--- src/rtl/riscv_ctrl_pkg.sv ---
// Shared encodings for the multi-cycle RISC-V control unit: opcode/funct fields,
// FSM states and the instruction classes the decoder distinguishes.
package riscv_ctrl_pkg;

  localparam logic [6:0] OP_LOAD   = 7'b0000011;
  localparam logic [6:0] OP_STORE  = 7'b0100011;
  localparam logic [6:0] OP_IMM    = 7'b0010011;
  localparam logic [6:0] OP_REG    = 7'b0110011;
  localparam logic [6:0] OP_BRANCH = 7'b1100011;

  localparam logic [2:0] F3_LW   = 3'b010;
  localparam logic [2:0] F3_SW   = 3'b010;
  localparam logic [2:0] F3_ADDI = 3'b000;
  localparam logic [2:0] F3_ADD  = 3'b000;

  localparam logic [2:0] F3_BEQ  = 3'b000;
  localparam logic [2:0] F3_BNE  = 3'b001;
  localparam logic [2:0] F3_BLT  = 3'b100;
  localparam logic [2:0] F3_BGE  = 3'b101;
  localparam logic [2:0] F3_BLTU = 3'b110;
  localparam logic [2:0] F3_BGEU = 3'b111;

  localparam logic [6:0] F7_ADD  = 7'b0000000;
  localparam logic [6:0] F7_SUB  = 7'b0100000;

  typedef enum logic [2:0] {
    S_FETCH,
    S_DECODE,
    S_EXEC,
    S_MEM,
    S_WB,
    S_TRAP
  } state_t;

  typedef enum logic [2:0] {
    C_LOAD,
    C_STORE,
    C_ADDI,
    C_RTYPE,
    C_BRANCH,
    C_ILLEGAL
  } iclass_t;

  function automatic iclass_t classify(input logic [6:0] op, input logic [2:0] f3,
                                       input logic [6:0] f7, input logic bad_branch_f3);
    iclass_t c;
    c = C_ILLEGAL;
    case (op)
      OP_LOAD:   if (f3 == F3_LW)   c = C_LOAD;
      OP_STORE:  if (f3 == F3_SW)   c = C_STORE;
      OP_IMM:    if (f3 == F3_ADDI) c = C_ADDI;
      OP_REG:    if (f3 == F3_ADD && (f7 == F7_ADD || f7 == F7_SUB)) c = C_RTYPE;
      OP_BRANCH: if (!bad_branch_f3) c = C_BRANCH;
      default:   c = C_ILLEGAL;
    endcase
    return c;
  endfunction

endpackage

--- src/rtl/control_unit_multicycle_branch_resolver.sv ---
// Branch condition evaluation from the datapath comparison flags; also flags
// the two reserved branch funct3 encodings.
module branch_resolver
  import riscv_ctrl_pkg::*;
(
  input  logic [2:0] i_funct3,
  input  logic       i_zero,
  input  logic       i_less_than,
  input  logic       i_less_than_u,
  output logic       o_taken,
  output logic       o_bad_funct3
);

  always_comb begin
    o_taken      = 1'b0;
    o_bad_funct3 = 1'b0;
    case (i_funct3)
      F3_BEQ:  o_taken = i_zero;
      F3_BNE:  o_taken = ~i_zero;
      F3_BLT:  o_taken = i_less_than;
      F3_BGE:  o_taken = ~i_less_than;
      F3_BLTU: o_taken = i_less_than_u;
      F3_BGEU: o_taken = ~i_less_than_u;
      default: o_bad_funct3 = 1'b1;
    endcase
  end

endmodule

--- src/rtl/control_unit_multicycle.sv ---
// Multi-cycle control FSM: latches the instruction, steps FETCH/DECODE/EXEC/MEM/WB
// and drives the datapath write enables, mux selects and PC/IR strobes (Moore outputs).
module control_unit_multicycle
  import riscv_ctrl_pkg::*;
#(
  parameter int INSTR_WIDTH     = 32,
  parameter int TRAP_ON_ILLEGAL = 1
) (
  input  logic                   clk,
  input  logic                   reset,
  input  logic                   run,
  input  logic [INSTR_WIDTH-1:0] instruction,
  input  logic                   zero,
  input  logic                   lessThan,
  input  logic                   lessThanU,
  output logic                   loadIR,
  output logic                   loadPC,
  output logic                   pcSrc,
  output logic                   writeEnable_Registers,
  output logic                   writeEnable_DataMemory,
  output logic                   muxSelect_SumVsReadData,
  output logic                   muxSelect_ImmVsDataout2,
  output logic                   SumOrSub,
  output logic                   illegal
);

  state_t                 r_state;
  state_t                 w_next;
  logic [INSTR_WIDTH-1:0] r_ir;
  iclass_t                w_class;
  logic                   w_taken;
  logic                   w_bad_funct3;
  logic                   w_in_instr;

  branch_resolver u_branch_resolver (
    .i_funct3      (r_ir[14:12]),
    .i_zero        (zero),
    .i_less_than   (lessThan),
    .i_less_than_u (lessThanU),
    .o_taken       (w_taken),
    .o_bad_funct3  (w_bad_funct3)
  );

  assign w_class    = classify(r_ir[6:0], r_ir[14:12], r_ir[31:25], w_bad_funct3);
  assign w_in_instr = (r_state == S_EXEC) || (r_state == S_MEM) || (r_state == S_WB);

  always_ff @(posedge clk or negedge reset) begin
    if (!reset) begin
      r_state <= S_FETCH;
      r_ir    <= '0;
    end else begin
      r_state <= w_next;
      if (loadIR) r_ir <= instruction;
    end
  end

  always_comb begin
    w_next = r_state;
    case (r_state)
      S_FETCH:  if (run) w_next = S_DECODE;
      S_DECODE: begin
        if (w_class == C_ILLEGAL) w_next = (TRAP_ON_ILLEGAL != 0) ? S_TRAP : S_FETCH;
        else                      w_next = S_EXEC;
      end
      S_EXEC: begin
        case (w_class)
          C_BRANCH:         w_next = S_FETCH;
          C_LOAD, C_STORE:  w_next = S_MEM;
          default:          w_next = S_WB;
        endcase
      end
      S_MEM:    w_next = (w_class == C_STORE) ? S_FETCH : S_WB;
      S_WB:     w_next = S_FETCH;
      S_TRAP:   w_next = S_TRAP;
      default:  w_next = S_FETCH;
    endcase
  end

  always_comb begin
    loadIR                  = 1'b0;
    loadPC                  = 1'b0;
    pcSrc                   = 1'b0;
    writeEnable_Registers   = 1'b0;
    writeEnable_DataMemory  = 1'b0;
    muxSelect_SumVsReadData = 1'b0;
    muxSelect_ImmVsDataout2 = 1'b0;
    SumOrSub                = 1'b0;
    illegal                 = 1'b0;

    // Selects are a function of the class alone so they hold steady EXEC..WB.
    if (w_in_instr) begin
      case (w_class)
        C_RTYPE: begin
          muxSelect_SumVsReadData = 1'b1;
          muxSelect_ImmVsDataout2 = 1'b1;
          SumOrSub                = r_ir[30];
        end
        C_ADDI:   muxSelect_SumVsReadData = 1'b1;
        C_BRANCH: begin
          muxSelect_ImmVsDataout2 = 1'b1;
          SumOrSub                = 1'b1;
        end
        default: ;
      endcase
    end

    case (r_state)
      // Gated by reset so nothing strobes while reset is held in FETCH.
      S_FETCH: loadIR = run & reset;
      S_EXEC: begin
        if (w_class == C_BRANCH) begin
          loadPC = 1'b1;
          pcSrc  = w_taken;
        end
      end
      S_MEM: begin
        if (w_class == C_STORE) begin
          writeEnable_DataMemory = 1'b1;
          loadPC                 = 1'b1;
        end
      end
      S_WB: begin
        writeEnable_Registers = 1'b1;
        loadPC                = 1'b1;
      end
      S_TRAP:  illegal = 1'b1;
      default: ;
    endcase
  end

endmodule

--- config.mk ---
export PLATFORM = sky130hd
export DESIGN_NAME = control_unit_multicycle
export DESIGN_NICKNAME = d
export VERILOG_FILES = /design/src/rtl/riscv_ctrl_pkg.sv /design/src/rtl/control_unit_multicycle_branch_resolver.sv /design/src/rtl/control_unit_multicycle.sv
export SDC_FILE = /design/constraint.sdc
export NUM_CORES = 1
export LEC_CHECK = 0
export CAP_MARGIN = 20
export CORE_AREA = 2 2 60 62
export DETAILED_ROUTE_END_ITERATION = 7
export DIE_AREA = 0 0 62 64
export GPL_TIMING_DRIVEN = 0
export HOLD_SLACK_MARGIN = 0.05
export PLACE_DENSITY_LB_ADDON = 0.2
export SLEW_MARGIN = 15
export SYNTH_ARGS = -nofsm -noshare
export SYNTH_HDL_FRONTEND = slang
export SYNTH_SLANG_ARGS = --single-unit
--- constraint.sdc ---
create_clock -name clk -period 2.9 [get_ports clk]
set_input_delay 0.87 -clock clk [delete_from_list [all_inputs] [get_ports clk]]
set_output_delay 0.87 -clock clk [all_outputs]
set_load 0.1 [all_outputs]
==> flow_summary_export.csv, run 1 <==
group,metric,value,unit
synthesis,syn-cell-area,1124,um2
floorplanning,core_area,3284,um2
synthesis,ys_seq_area_share,44.54,%
global_routing,grt.overflow.total,0,
placed_design,io_buffers,31,
synthesis,synth_area_leader_cell,"dfrtp_1",
critical_path,startpoint_type,"flip-flop",
global_routing,grt_pass1_wl,4850,um
global_routing,antenna_found_initial,0,
status,status,"finished, violations left",
synthesis,yosys_warnings,0,
synthesis,syn_nets,175,
routing,routed_wl,2953,um
critical_path,crit_arrival,2.27,ns
floorplanning,start_util,34.21,%
placed_design,dpl.hpwl,1946,um
sta,relSlewSlack,36.93,%
floorplanning,row_count,21,
sta,finalCritPeriodShare,108.2,%
floorplanning,io_pins,47,
placed_design,pre_cts_slack,-2.135,ns
critical_path,slowest_delay,0.49,ns
sta,setup_ws,-0.2382,ns
critical_path,r2r-start,"r_ir[26]$_DFFE_PN0P_",
global_routing,grt_pass1_vias,1133,
critical_path,critical_path_class,"reg2out",
routing,avgViaCountPerCell,4.979,
synthesis,yosysMostFrequentCell,"nand2_1",
global_routing,grt_usage,16.03,%
cts,cts_buffers,3,
synthesis,synth_ff_type,"dfrtp_1",
min_path,hp-start,"r_state[2]$_DFFE_PN0P_",
final_layout,nNetsFinal,231,
synthesis,synth_area_leaders,"dfrtp_1 (45%), nand2_1 (18%), a21oi_1 (2.7%)",
sta,holdWs,0.4532,ns
routing,firstDrtPassIters,4,
global_routing,grt_max_degree,22,
critical_path,crit_path_top_delay_cell,"or4b_1",
critical_path,crit_buf_inv,3,
min_path,hold_class,"reg2reg",
sta,rsz0062_at_grt,"true",
critical_path,crit_required,2.03,ns
flow_run,maxCapViolations,0,
sta,hold_viol,0,
status,violations,"negative setup slack",
cts,cts_hold_buf,0,
synthesis,synth_edf_count,0,
critical_path,path_cells,"nor4_4 > a21oi_1 > or4b_1 > buf_6 > nand4b_1 > buf_6 > nor4_4 > buf_6",
final_layout,drive_gt1_share,32.29,%
critical_path,cp-startpoint,"r_ir[26]$_DFFE_PN0P_",
synthesis,synth_common_cells,"nand2_1 (54), dfrtp_1 (20), a21oi_1 (6), nor2_1 (6)",
synthesis,ys_types,36,
sta,fmax,0.3187,GHz
routing,drc,0,
cts,root_buffer,"clkbuf_4",
cts,cts_tree,"yes",
critical_path,crit_family,"simple AND/OR/NAND/NOR gates",
floorplanning,die_area,3968,um2
power_and_ir_drop,power.leakage,0.8915,nW
cts,clk_latency,0.30,ns
critical_path,path_common_cell,"buf_6",
floorplanning,dieWidth,62,um
routing,ant_nets,0,
synthesis,syn_inst,137,
synthesis,ys_ff_latch,20,
power_and_ir_drop,power_density,247.3,nW/um2
final_layout,n_antenna_cell,0,
routing,vias,1185,
cts,clockBufferDepth,2,
sta,slew_viol_final,0,
routing,detail_route.wl_per_cell,12.41,um
final_layout,areaGrowthSynthToFinish,72.94,%
cts,htreeDepth,1,
power_and_ir_drop,ir_drop,0.0001429,V
placed_design,routabilityCongestion,0.7802,
critical_path,worstPathMaxFanout,4,
cts,cts.sinks,20,
sta,period_needed,3.138,ns
sta,finalClockSkew,0.006564,ns
sta,tightest_slew,0.9497,ns
floorplanning,fp.dieH,64,um
sta,setup_viol_count_final,6,
critical_path,cp-end-kind,"primary output",
routing,drt-initial-drc-count,29,
synthesis,synth_area_per_cell,8.201,um2
synthesis,async_reset_ff_share,100.0,%
cts,clkTransAtPathRegs,0.12,ns
synthesis,yosysTopAreaCellShare,44.54,%
## cell usage in the layout, fill, tap and decap left out, drive strengths merged
| master | instances |
|---|---|
| nor4 | 2 |
| xor2 | 3 |
| nor2 | 6 |
| o22a | 1 |
| nor3 | 4 |
| o21ai | 4 |
| clkinvlp | 1 |
| dfrtp | 20 |
| o31ai | 1 |
| a41o | 1 |
| or3 | 1 |
| dlymetal6s2s | 1 |
| a41oi | 1 |
| nand3 | 4 |
| nand4b | 2 |
| nor2b | 4 |
| or4b | 1 |
| clkdlybuf4s50 | 20 |
| a311o | 1 |
| nand2b | 2 |
| buf | 31 |
| clkbuf | 6 |
| mux2i | 1 |
| or2 | 1 |
| nor3b | 1 |
| nand4 | 1 |
| dlygate4sd2 | 1 |
| a22oi | 1 |
| a211oi | 1 |
| nand4bb | 1 |
| nand2 | 54 |
| inv | 4 |
| a21oi | 6 |
| a31oi | 2 |
| or2b | 1 |
## state kept, by name (all words and copies together) (netlist names)
name	flops
r_ir	17
r_state	3
## layer usage
metal,vias up,share of wire [%],GRT usage [%]
met4,0,1.2,6.649
met3,4,5.5,2.632
met2,42,51,26.30
met5,-,0,0
li1,576,-,-
met1,563,42,20.20
## metrics by stage
stage	util, %	instance area, um2	power [mW]	TNS (ns)	std cells
after floorplan	-	1220	0.2870	-0.5291	137
after global placement	48.34	1588	0.3218	-10.64	214
after detailed placement	48.34	1588	0.3226	-12.16	214
after CTS	56.76	1864	0.4879	-1.118	226
after global routing	59.16	1943	0.5020	-1.832	238
final	59.16	1943	0.4804	-1.239	238
## cells by family after synthesis
kind of cell              synth area share, %
muxes                                  0.8909
buffers and inverters                   4.119
DFF                                     44.54
AOI/OAI and AO/OA                       11.80
xor gates and xnor gates                2.339
and+or+nand+nor                         36.30
## timing repair
action,4_1_cts,5_1_grt
pin swaps,8,5
endpoints found under the setup margin,18,8
resized for setup,90,6
setup buffers,8,13
## power breakdown
| part | switching [mW] | internal, mW | leakage (nW) |
|---|---|---|---|
| Sequential | 0 | 0.279 | 0.262 |
| Combinational | 0.0111 | 0.0265 | 0.608 |
| Clock | 0.0875 | 0.0766 | 0.0210 |
| Total | 0.0985 | 0.382 | 0.891 |
## final timing paths
check / to / slack (ns) / cells past startpoint
max in group asynchronous: r_ir[6]$_DFFE_PN0P_ / 2.01 / 1
setup / recovery: pcSrc / -0.24 / 8
hold reg to reg: r_state[1]$_DFFE_PN0P_ / 0.45 / 1
hold / removal: r_state[1]$_DFFE_PN0P_ / 0.45 / 1
setup reg to reg: r_state[0]$_DFFE_PN0P_ / 0.96 / 7
min in group asynchronous: r_ir[28]$_DFFE_PN0P_ / 0.51 / 1
## worst reg2reg max path, stage by stage, from the launching register on
cell	delay, ns
dfrtp_1	0.43
nor4_4	0.31
a21oi_1	0.10
or4b_1	0.49
buf_6	0.15
buf_4	0.13
a41oi_2	0.15
o21ai_1	0.08
## layout make-up
class / instances / area, um2
Buffer: 3 / 28.78
Clock buffer: 4 / 36.28
Fill cell: 297 / 1341
Inverter: 5 / 30.03
Multi-Input combinational cell: 108 / 752.0
Sequential cell: 20 / 501.7
Tap cell: 46 / 57.56
Timing Repair Buffer: 52 / 536.8
Note: power is estimated with default switching activity, not from simulation.
==> inputs of run 2 (changes only) <==
--- a/config.mk
+++ b/config.mk
@@ -6,9 +6,9 @@
 export NUM_CORES = 1
 export LEC_CHECK = 0
 export CAP_MARGIN = 20
-export CORE_AREA = 2 2 60 62
+export CORE_AREA = 2 2 55 57
 export DETAILED_ROUTE_END_ITERATION = 7
-export DIE_AREA = 0 0 62 64
+export DIE_AREA = 0 0 57 59
 export GPL_TIMING_DRIVEN = 0
 export HOLD_SLACK_MARGIN = 0.05
 export PLACE_DENSITY_LB_ADDON = 0.2
==> flow_summary_export.csv, run 2 (synthesis gave the netlist of run 1 again) <==
group,metric,value,unit
final_layout,n_antenna_cell,0,
critical_path,rr_worst_depth,6,
sta,setup_ws,-0.2154,ns
cts,clkTransAtPathRegs,0.11,ns
power_and_ir_drop,power.leakage,0.8421,nW
floorplanning,fp.dieH,59,um
status,violations,"negative setup slack",
critical_path,path_cells,"nor4_4 > a21oi_1 > or4b_4 > nand4b_1 > buf_6 > nor4_4 > buf_6",
routing,avgViaCountPerCell,5.227,
routing,ant_nets,0,
sta,period_needed,3.115,ns
final_layout,regArea,501.7,um2
critical_path,r2r-start,"r_ir[26]$_DFFE_PN0P_",
critical_path,worstPathMaxFanout,4,
power_and_ir_drop,totalPowerFinal,0.4788,mW
final_layout,largestRegisters,"r_ir x17, r_state x3",
critical_path,cp-end-kind,"primary output",
critical_path,startpoint_type,"flip-flop",
cts,clockBufferDepth,2,
routing,drc,0,
min_path,hp-start,"r_state[2]$_DFFE_PN0P_",
routing,drt-initial-drc-count,36,
critical_path,worstReg2RegEnd,"r_state[0]$_DFFE_PN0P_",
final_layout,areaGrowthSynthToFinish,64.81,%
final_layout,n_fill_cell,223,
status,status,"finished, violations left",
cts,cts.sinks,20,
routing,firstDrtPassIters,4,
global_routing,grt_max_degree,22,
sta,relSlewSlack,36.89,%
routing,detail_route.wl_per_cell,13.36,um
cts,cts_buffers,3,
cts,root_buffer,"clkbuf_4",
final_layout,nNetsFinal,224,
power_and_ir_drop,ir_drop,0.0002646,V
placed_design,routabilityCongestion,0.8244,
critical_path,crit_arrival,2.25,ns
min_path,hold_class,"reg2reg",
global_routing,grt_usage,18.88,%
sta,setup_viol_count_final,7,
final_layout,final_area,1852,um2
critical_path,critical_path_class,"reg2out",
global_routing,antenna_found_initial,0,
placed_design,place_area,1569,um2
critical_path,crit_required,2.03,ns
floorplanning,io_pins,47,
cts,htreeDepth,1,
final_layout,mostFrequentLayoutCell,"nand2_1",
routing,routed_wl,2885,um
power_and_ir_drop,power_density,258.5,nW/um2
flow_run,maxCapViolations,0,
sta,tightest_slew,0.9504,ns
cts,clk_latency,0.31,ns
sta,holdWs,0.4533,ns
routing,vias,1129,
global_routing,grt_pass1_vias,1123,
sta,hold_viol,0,
final_layout,drive_gt1_share,30.27,%
sta,fmax,0.3210,GHz
sta,finalClockSkew,0.008124,ns
floorplanning,row_count,19,
sta,slew_viol_final,0,
global_routing,grt_pass1_wl,4933,um
placed_design,io_buffers,31,
floorplanning,dieWidth,57,um
critical_path,ff2ff_setup_slack,0.99,ns
critical_path,slowest_delay,0.54,ns
floorplanning,die_area,3363,um2
final_layout,largest_reg_flops,17,
global_routing,grt.overflow.total,0,
min_path,worstHoldPathCells,1,
placed_design,dpl.hpwl,1933,um
sta,finalCritPeriodShare,107.4,%
cts,cts_tree,"yes",
final_layout,regMostFlops,"r_ir",
placed_design,pre_cts_slack,-2.103,ns
critical_path,crit_path_top_delay_cell,"or4b_4",
sta,rsz0062_at_grt,"true",
floorplanning,core_area,2710,um2
final_layout,multi_input_area,744.5,um2
floorplanning,start_util,41.46,%
min_path,hold_end,"r_state[1]$_DFFE_PN0P_",
final_layout,final_cell_mix,"nand2_1 (53), clkdlybuf4s50_1 (21), dfrtp_1 (19)",
==> run 2: worst max-delay path, delay by kind of cell, from the launching register on <==
| family | cells | cell delay, ns |
|---|---|---|
| buf+inv | 2 | 0.33 |
| simple gates | 4 | 1.04 |
| compound gates | 1 | 0.13 |
| flops | 1 | 0.43 |
==> run 2: cell type report <==
class / count / area share (%)
plain buffers: 3 / 1.351
well taps: 31 / 2.095
flip-flops and latches: 20 / 27.09
repair buffers: 45 / 25.81
clock buffers: 4 / 1.959
inverters: 5 / 1.486
multi-input cells: 108 / 40.20
==> run 2: how the worst max path moves through the flow <==
stage / start / end / slack [ns] / cells after the start
2_1_floorplan: r_ir[6]$_DFFE_PN0P_ / pcSrc / -0.47 / 5
3_3_place_gp: reset / loadIR / -2.05 / 5
3_5_place_dp: reset / loadIR / -2.10 / 5
4_1_cts: r_ir[27]$_DFFE_PN0P_ / pcSrc / -0.21 / 8
5_1_grt: r_ir[26]$_DFFE_PN0P_ / pcSrc / -0.33 / 7
6_report: r_ir[26]$_DFFE_PN0P_ / pcSrc / -0.22 / 7
==> run 2: report_power, final <==
| group | leakage (nW) | switching (mW) | internal, mW |
|---|---|---|---|
| clock network | 0.0210 | 0.0857 | 0.0767 |
| logic | 0.559 | 0.0107 | 0.0270 |
| registers | 0.262 | 0 | 0.279 |
==> run 2: per-stage QoR <==
stage                     TNS (ns)  util (%)  cells
final                       -1.201     68.33    216
after global routing        -1.864     68.33    216
after CTS                   -1.099     66.21    210
after detailed placement    -11.73     57.89    199
after global placement      -10.51     57.89    199
after floorplan            -0.5291         -    137
==> run 2: metal layers <==
| layer | up-vias | GRT usage [%] | wire, um |
|---|---|---|---|
| li1 | 558 | - | - |
| met1 | 536 | 21.71 | 1166 |
| met2 | 28 | 35.14 | 1535 |
| met5 | - | 0 | 0 |
| met4 | 0 | 7.309 | 68 |
| met3 | 7 | 3.057 | 114 |
==> run 2: repair_timing <==
item                       4_1_cts  5_1_grt
setup endpoints to repair       18        8
resized for setup               85        7
buffers inserted                 7        7
hold buffers                     0        0
pin swaps                        6        8
hold endpoints to repair         0        0
==> inputs of run 3 (changes only) <==
--- a/config.mk
+++ b/config.mk
@@ -7,6 +7,7 @@
 export LEC_CHECK = 0
 export CAP_MARGIN = 20
 export CORE_AREA = 2 2 55 57
+export CTS_CLUSTER_SIZE = 28
 export DETAILED_ROUTE_END_ITERATION = 7
 export DIE_AREA = 0 0 57 59
 export GPL_TIMING_DRIVEN = 0
==> results of run 3 <==
Final layout, timing and power as in run 2 (identical DEF).
